### src/rtl/shreg_seq_ctrl_if.sv
// Command/response bundle between a requester and the shift-register sequencer.
interface shreg_seq_ctrl_if #(
    parameter int WIDTH = 4
);
    logic             cmd_valid;
    logic             cmd_ready;
    logic [1:0]       cmd_op;
    logic [WIDTH-1:0] cmd_data;
    logic [WIDTH-1:0] rd_data;
    logic             done;
    logic             err;

    modport master (
        output cmd_valid, cmd_op, cmd_data,
        input  cmd_ready, rd_data, done, err
    );

    modport slave (
        input  cmd_valid, cmd_op, cmd_data,
        output cmd_ready, rd_data, done, err
    );
endinterface

### src/rtl/shreg_seq_ctrl.sv
// Sequencer for a serial-in/parallel-out chain: serial LOAD (MSB first), CLEAR and PRESET
// commands, with capture of the chain's parallel output on completion.
module shreg_seq_ctrl #(
    parameter int WIDTH     = 4,
    parameter int SHIFT_DIV = 1
) (
    input  logic              clk_i,
    input  logic              rst_i,
    shreg_seq_ctrl_if.slave   cmd,
    output logic              sr_d_o,
    output logic              sr_en_o,
    output logic              sr_clr_o,
    output logic              sr_set_o,
    input  logic [WIDTH-1:0]  sr_q_i,
    output logic              busy_o
);
    localparam int BW = $clog2(WIDTH + 1);
    localparam int DW = (SHIFT_DIV > 1) ? $clog2(SHIFT_DIV) : 1;
    localparam logic [BW-1:0] BIT_LAST = BW'(WIDTH - 1);
    localparam logic [DW-1:0] DIV_LAST = DW'(SHIFT_DIV - 1);

    localparam logic [2:0] ST_IDLE  = 3'd0;
    localparam logic [2:0] ST_SHIFT = 3'd1;
    localparam logic [2:0] ST_CLR   = 3'd2;
    localparam logic [2:0] ST_SET   = 3'd3;
    localparam logic [2:0] ST_FIN   = 3'd4;

    logic [2:0]       state_q,   state_d;
    logic [WIDTH-1:0] word_q,    word_d;
    logic [BW-1:0]    bit_cnt_q, bit_cnt_d;
    logic [DW-1:0]    div_cnt_q, div_cnt_d;
    logic             err_q,     err_d;
    logic [WIDTH-1:0] rd_data_q, rd_data_d;
    logic             step_end_s;

    assign step_end_s = (div_cnt_q == DIV_LAST);

    // Next-state logic for the command FSM and its word/counter registers.
    always_comb begin
        state_d   = state_q;
        word_d    = word_q;
        bit_cnt_d = bit_cnt_q;
        div_cnt_d = div_cnt_q;
        err_d     = err_q;
        rd_data_d = rd_data_q;
        case (state_q)
            ST_IDLE: begin
                if (cmd.cmd_valid) begin
                    word_d    = cmd.cmd_data;
                    err_d     = (cmd.cmd_op == 2'b11);
                    bit_cnt_d = '0;
                    div_cnt_d = '0;
                    case (cmd.cmd_op)
                        2'b00:   state_d = ST_SHIFT;
                        2'b01:   state_d = ST_CLR;
                        2'b10:   state_d = ST_SET;
                        default: state_d = ST_FIN;
                    endcase
                end else begin
                    state_d = ST_IDLE;
                end
            end
            ST_SHIFT: begin
                // The word shifts left so its MSB always presents the bit of the current step.
                if (step_end_s) begin
                    div_cnt_d = '0;
                    bit_cnt_d = bit_cnt_q + BW'(1);
                    word_d    = {word_q[WIDTH-2:0], 1'b0};
                    if (bit_cnt_q == BIT_LAST) begin
                        state_d = ST_FIN;
                    end else begin
                        state_d = ST_SHIFT;
                    end
                end else begin
                    div_cnt_d = div_cnt_q + DW'(1);
                end
            end
            ST_CLR:  state_d = ST_FIN;
            ST_SET:  state_d = ST_FIN;
            ST_FIN: begin
                rd_data_d = sr_q_i;
                state_d   = ST_IDLE;
            end
            default: state_d = ST_IDLE;
        endcase
    end

    // State registers with synchronous reset.
    always_ff @(posedge clk_i) begin
        if (rst_i) begin
            state_q   <= ST_IDLE;
            word_q    <= '0;
            bit_cnt_q <= '0;
            div_cnt_q <= '0;
            err_q     <= 1'b0;
            rd_data_q <= '0;
        end else begin
            state_q   <= state_d;
            word_q    <= word_d;
            bit_cnt_q <= bit_cnt_d;
            div_cnt_q <= div_cnt_d;
            err_q     <= err_d;
            rd_data_q <= rd_data_d;
        end
    end

    // Outputs decode the registered state; rst forces every strobe low immediately.
    assign cmd.cmd_ready = (state_q == ST_IDLE) & ~rst_i;
    assign cmd.done      = (state_q == ST_FIN) & ~rst_i;
    assign cmd.err       = (state_q == ST_FIN) & err_q & ~rst_i;
    assign cmd.rd_data   = rd_data_q;
    assign sr_en_o       = (state_q == ST_SHIFT) & step_end_s & ~rst_i;
    assign sr_d_o        = (state_q == ST_SHIFT) & word_q[WIDTH-1] & ~rst_i;
    assign sr_clr_o      = (state_q == ST_CLR) & ~rst_i;
    assign sr_set_o      = (state_q == ST_SET) & ~rst_i;
    assign busy_o        = (state_q != ST_IDLE) & ~rst_i;
endmodule

### src/flat_wrapper.sv
// flat-port wrapper written by rule: the top's interface ports become plain ports
module shreg_seq_ctrl_flat 
#(
    parameter int WIDTH     = 4,
    parameter int SHIFT_DIV = 1
)
  (clk_i, rst_i, sr_d_o, sr_en_o, sr_clr_o, sr_set_o, sr_q_i, busy_o, cmd_cmd_valid, cmd_cmd_op, cmd_cmd_data, cmd_cmd_ready, cmd_rd_data, cmd_done, cmd_err);
  shreg_seq_ctrl_if #(.WIDTH(WIDTH)) cmd_i ();
  input  logic clk_i;
  input  logic rst_i;
  output logic sr_d_o;
  output logic sr_en_o;
  output logic sr_clr_o;
  output logic sr_set_o;
  input  logic [WIDTH-1:0] sr_q_i;
  output logic busy_o;
  input wire logic [$bits(cmd_i.cmd_valid)-1:0] cmd_cmd_valid;
  input wire logic [$bits(cmd_i.cmd_op)-1:0] cmd_cmd_op;
  input wire logic [$bits(cmd_i.cmd_data)-1:0] cmd_cmd_data;
  output wire logic [$bits(cmd_i.cmd_ready)-1:0] cmd_cmd_ready;
  output wire logic [$bits(cmd_i.rd_data)-1:0] cmd_rd_data;
  output wire logic [$bits(cmd_i.done)-1:0] cmd_done;
  output wire logic [$bits(cmd_i.err)-1:0] cmd_err;
  assign cmd_i.cmd_valid = cmd_cmd_valid;
  assign cmd_i.cmd_op = cmd_cmd_op;
  assign cmd_i.cmd_data = cmd_cmd_data;
  assign cmd_cmd_ready = cmd_i.cmd_ready;
  assign cmd_rd_data = cmd_i.rd_data;
  assign cmd_done = cmd_i.done;
  assign cmd_err = cmd_i.err;
  shreg_seq_ctrl #(.WIDTH(WIDTH), .SHIFT_DIV(SHIFT_DIV)) u_core (.clk_i(clk_i), .rst_i(rst_i), .cmd(cmd_i), .sr_d_o(sr_d_o), .sr_en_o(sr_en_o), .sr_clr_o(sr_clr_o), .sr_set_o(sr_set_o), .sr_q_i(sr_q_i), .busy_o(busy_o));
endmodule
### config.mk
export PLATFORM = sky130hd
export DESIGN_NAME = shreg_seq_ctrl_flat
export DESIGN_NICKNAME = d
export VERILOG_FILES = /design/src/rtl/shreg_seq_ctrl_if.sv /design/src/rtl/shreg_seq_ctrl.sv /design/src/flat_wrapper.sv
export SDC_FILE = /design/constraint.sdc
export NUM_CORES = 1
export LEC_CHECK = 0
export ABC_AREA = 1
export BUFFER_PORTS_ARGS = -buffer_cell sky130_fd_sc_hd__buf_2
export CORE_AREA = 3 3 43 45
export DETAILED_ROUTE_END_ITERATION = 6
export DIE_AREA = 0 0 46 48
export GPL_TIMING_DRIVEN = 1
export HOLD_SLACK_MARGIN = 0.06
export PLACE_DENSITY = 0.77
export SETUP_SLACK_MARGIN = 0.3
export SLEW_MARGIN = 20
export SYNTH_ARGS = -nofsm -noshare
export SYNTH_HDL_FRONTEND = slang
export SYNTH_SLANG_ARGS = --single-unit
### constraint.sdc
create_clock -name clk_i -period 1.57 [get_ports clk_i]
set_input_delay 0.2355 -clock clk_i [delete_from_list [all_inputs] [get_ports clk_i]]
set_output_delay 0.2355 -clock clk_i [all_outputs]
set_load 0.02 [all_outputs]
==> run summary <==
The initial utilization of the core area, before any placement, comes to 50.4%. The run gives 683 MHz as the maximum clock rate. The tree built by TritonCTS fans out to 15 sinks.

The per-cell routed wire length was 13.1 um. The synthesized design spends more area on one cell type than any other, namely dfxtp_1. Setup repair after global routing could not meet its margin everywhere. Summed over all nets, the half-perimeter wirelength after detailed placement is 1.29 mm. Buffers inserted during clock tree synthesis total 3. The cell sitting at the root of the clock tree is a clkbuf_4. The power share of the combinational group is 29.3%.

The run gives 0 ns as the aggregate negative setup slack. The min-delay analysis places its worst path in the category in2reg. Net count after synthesis: 125. The worst path arrival time is 1.23 ns, and the number of levels the H-tree was split into is 1. No sink is reached through more buffers than the 2 on the longest clock path. Row generation in the floorplan step produced 14 rows.

The number of antenna diodes in the final layout is 0. STA classifies the critical path startpoint as a register. After global routing, the most crowded layer is met2. Entering global routing, the biggest net connects 12 pins.

The proportion of netlist area held by the largest area contributor was 39.5%. Of all nets on the critical path, the largest fanout is 5. The met2 demand-to-capacity share in global routing was 36.3%; the slew at the pin closest to its max-slew limit was 0.445 ns. The floorplan step defined a die boundary enclosing 2210 um^2.

The flip-flop and latch count after synthesis is 15. The netlist uses 19 different library cells. For the standby leakage power, the log shows 0.589 nW. Yosys printed 0 warnings. The flow ran to the end, and the final reports show no timing, DRC or antenna violations. Startpoint-to-endpoint class of the critical path: reg2out. Across the whole layout, storage elements account for 312 um^2. Number of inserted filler cells in the final layout: 109. Count of hold-fix buffers inserted at cts: 0. The detailed router placed 873 vias in this run.

The share of post-route cells with drive strength above 1 is 44.1%, and the total global routing overflow is 0. The relative contribution of sequential cells to total power is 46.0%. Each instance of the synthesized netlist takes up on average 7.03 um^2.

The count of input and output buffers is 24, and the final clock skew is 0.0164 ns. The clock slew seen by the registers of the worst setup and hold paths came out at 0.10 ns. After detailed routing, the number of remaining DRC violations is 0.

The tools report the weighted congestion reported at the end of routability-driven placement as 0.777. In this run the power density over the cells is 805 nW/um^2. The clock network fraction of design power was 24.7%.

Once routing completed, OpenROAD measured the worst setup slack at 0.106 ns. The footprint of the multi-input gates is 450 um^2, and the overall die width is 46 um. The detailed router finished its first iteration with 19 violations. The run gives 108 as the number of standard cells after synthesis. Pin placement for this block handled 25 I/O pins. The run gives 0 as the number of max-slew violations in the final report.

The synthesis-to-layout area growth is 53.2%. The mapped netlist covers 759 um^2. Across the run, the number of max-cap violations was 0. Across the VDD grid, the largest voltage drop is 0.562 mV. The tools report the total setup violations reported at the end of the flow as 0.

The first global-routing pass estimated 3.31 mm of wire. The clock insertion delay at the later pin of the skew report was 0.30 ns. In this run switching power makes up 33.4% of total power. After detailed routing, the total wire length is 2.21 mm. For this run, the post-layout net count is 170. In the global route stage, met1 resource usage came out at 23.6%. Cell internal power was estimated by the tool at 0.625 mW.

The floorplan die height is 48 um. In the finished design, the share of the clock period the worst path needs comes to 93.3%. The number of global-route vias before repair is 807. Post-layout minimum cycle time: 1.46 ns. Global routing used 20.8% of the available tracks across all layers. The tools report the post-placement setup slack as 0.149 ns. Sorting the synthesized cells by area gives the leading types as dfxtp_1, nand2_1, nor2_1, ha_1, inv_1. The logs give 70.2% for the relative slew slack and 1.33 ns for the data required time of the critical path. The global-route track usage on met3 is 4.89%. Capturing element type of the critical path: an output port.

TritonCTS built the clock tree. Setup slack on the worst reg-to-reg path comes out at 0.32 ns. The total count of hold-check failures in the final report was 0.

Of the synthesized area, sequential elements account for 39.5%. The number of placed instances with taps included was 147. In this run the power spent charging and discharging nets is 0.313 mW.

The initial antenna violation count is 0, and the first-pass iteration count of the detailed router is 4. The logs give 0 for the antenna violation net count after detailed routing and 168 for the non-filler instance count after layout. After floorplanning, the core was sized to cover 1510 um^2.

The ratio of routed vias to standard cells is 5.20.
[power groups by stage]
stage / clock (mW) / combinational [mW] / sequential (mW)
final: 0.232 / 0.274 / 0.431
after global routing: 0.255 / 0.301 / 0.434
after CTS: 0.232 / 0.245 / 0.430
after detailed placement: 0 / 0.194 / 0.437
after global placement: 0 / 0.189 / 0.435
after floorplan: 0 / 0.128 / 0.443
[metal layers]
metal  vias up  wire length (um)  part of all wire [%]
li1        434                 -                     -
met1       402               879                    40
met2        33              1150                    52
met3         4               139                   6.3
met4         0                40                   1.8
met5         -                 0                     0
[timing repair]
item | CTS | global route
buffers inserted | 12 | 5
endpoints found under the hold margin | 0 | 0
pin swaps | 3 | 3
setup endpoints to repair | 8 | 15
resized for setup | 28 | 4
[cell type report]
type                            instances  share of cell area (%)
Clock buffer                            3                    1.94
Clock inverter                          1                   0.430
Inverter                               14                    5.16
Multi-Input combinational cell         77                    38.7
Sequential cell                        15                    26.8
Tap cell                               16                    1.72
Timing Repair Buffer                   42                    25.3
[through the flow]
| step | area (um^2) | util (%) | power [mW] | hold WS, ns |
|---|---|---|---|---|
| after floorplan | 785 | - | 0.571 | 0.375 |
| after global placement | 922 | 61.2 | 0.624 | 0.450 |
| after detailed placement | 922 | 61.2 | 0.631 | 0.442 |
| after CTS | 1110 | 73.7 | 0.907 | 0.186 |
| after global routing | 1160 | 77.2 | 0.990 | 0.193 |
| final | 1160 | 77.2 | 0.937 | 0.174 |
[cells by family (layout without fill, tap and decap cells)]
kind of cell / count (synthesis) / in the layout / share of synthesized area (%)
AND/OR/NAND/NOR: 62 / 62 / 38.1
adder cells (fa/ha/maj): 4 / 4 / 6.59
buffers and inverters: 16 / 60 / 8.24
flip-flops: 15 / 15 / 39.5
AO/OA/AOI/OAI: 11 / 11 / 7.58
[critical path: stages, from the launching register on]
cell	delay (ns)
dfxtp_4	0.37
nor2_4	0.16
nand2_4	0.08
inv_2	0.07
nand2_2	0.06
nor2_4	0.08
buf_6	0.12
[path summary, 6_finish.rpt]
| check | start | endpoint | depth (start not counted) |
|---|---|---|---|
| max | u_core.state_q[1]$_SDFF_PP0_ | cmd_err | 6 |
| min | cmd_cmd_data[0] | u_core.word_q[0]$_SDFFE_PP0P_ | 3 |
| max reg2reg | u_core.state_q[2]$_SDFF_PP0_ | u_core.bit_cnt_q[1]$_SDFFE_PP0P_ | 6 |
| min reg2reg | u_core.word_q[0]$_SDFFE_PP0P_ | u_core.word_q[1]$_SDFFE_PP0P_ | 2 |
[sequential cells by signal (all words and copies together), names as in the netlist]
signal and flops:
u_core.cmd.rd_data 4, u_core.word_q 4, u_core.state_q 3, u_core.err_q 1
u_core.bit_cnt_q 3
[cell usage in the layout, fill, tap and decap left out, types with 3 or more instances in the layout]
cell	count
a21oi_1	5
buf_2	16
buf_4	21
buf_6	5
clkbuf_4	3
dfxtp_1	12
dfxtp_4	3
ha_1	4
inv_1	9
inv_4	3
nand2_1	24
nand3_1	6
nor2_1	17
nor2_4	3
o21ai_0	4
[Yosys cell counts, drive strengths merged]
master  instances
nor3            1
dfxtp          15
ha              4
o211ai          1
nor2           21
nand2          27
nor4            2
nand3           8
nand4           1
buf             2
a21oi           6
nand3b          2
o21ai           4
inv            14
Note: power is estimated with default switching activity, not from simulation.
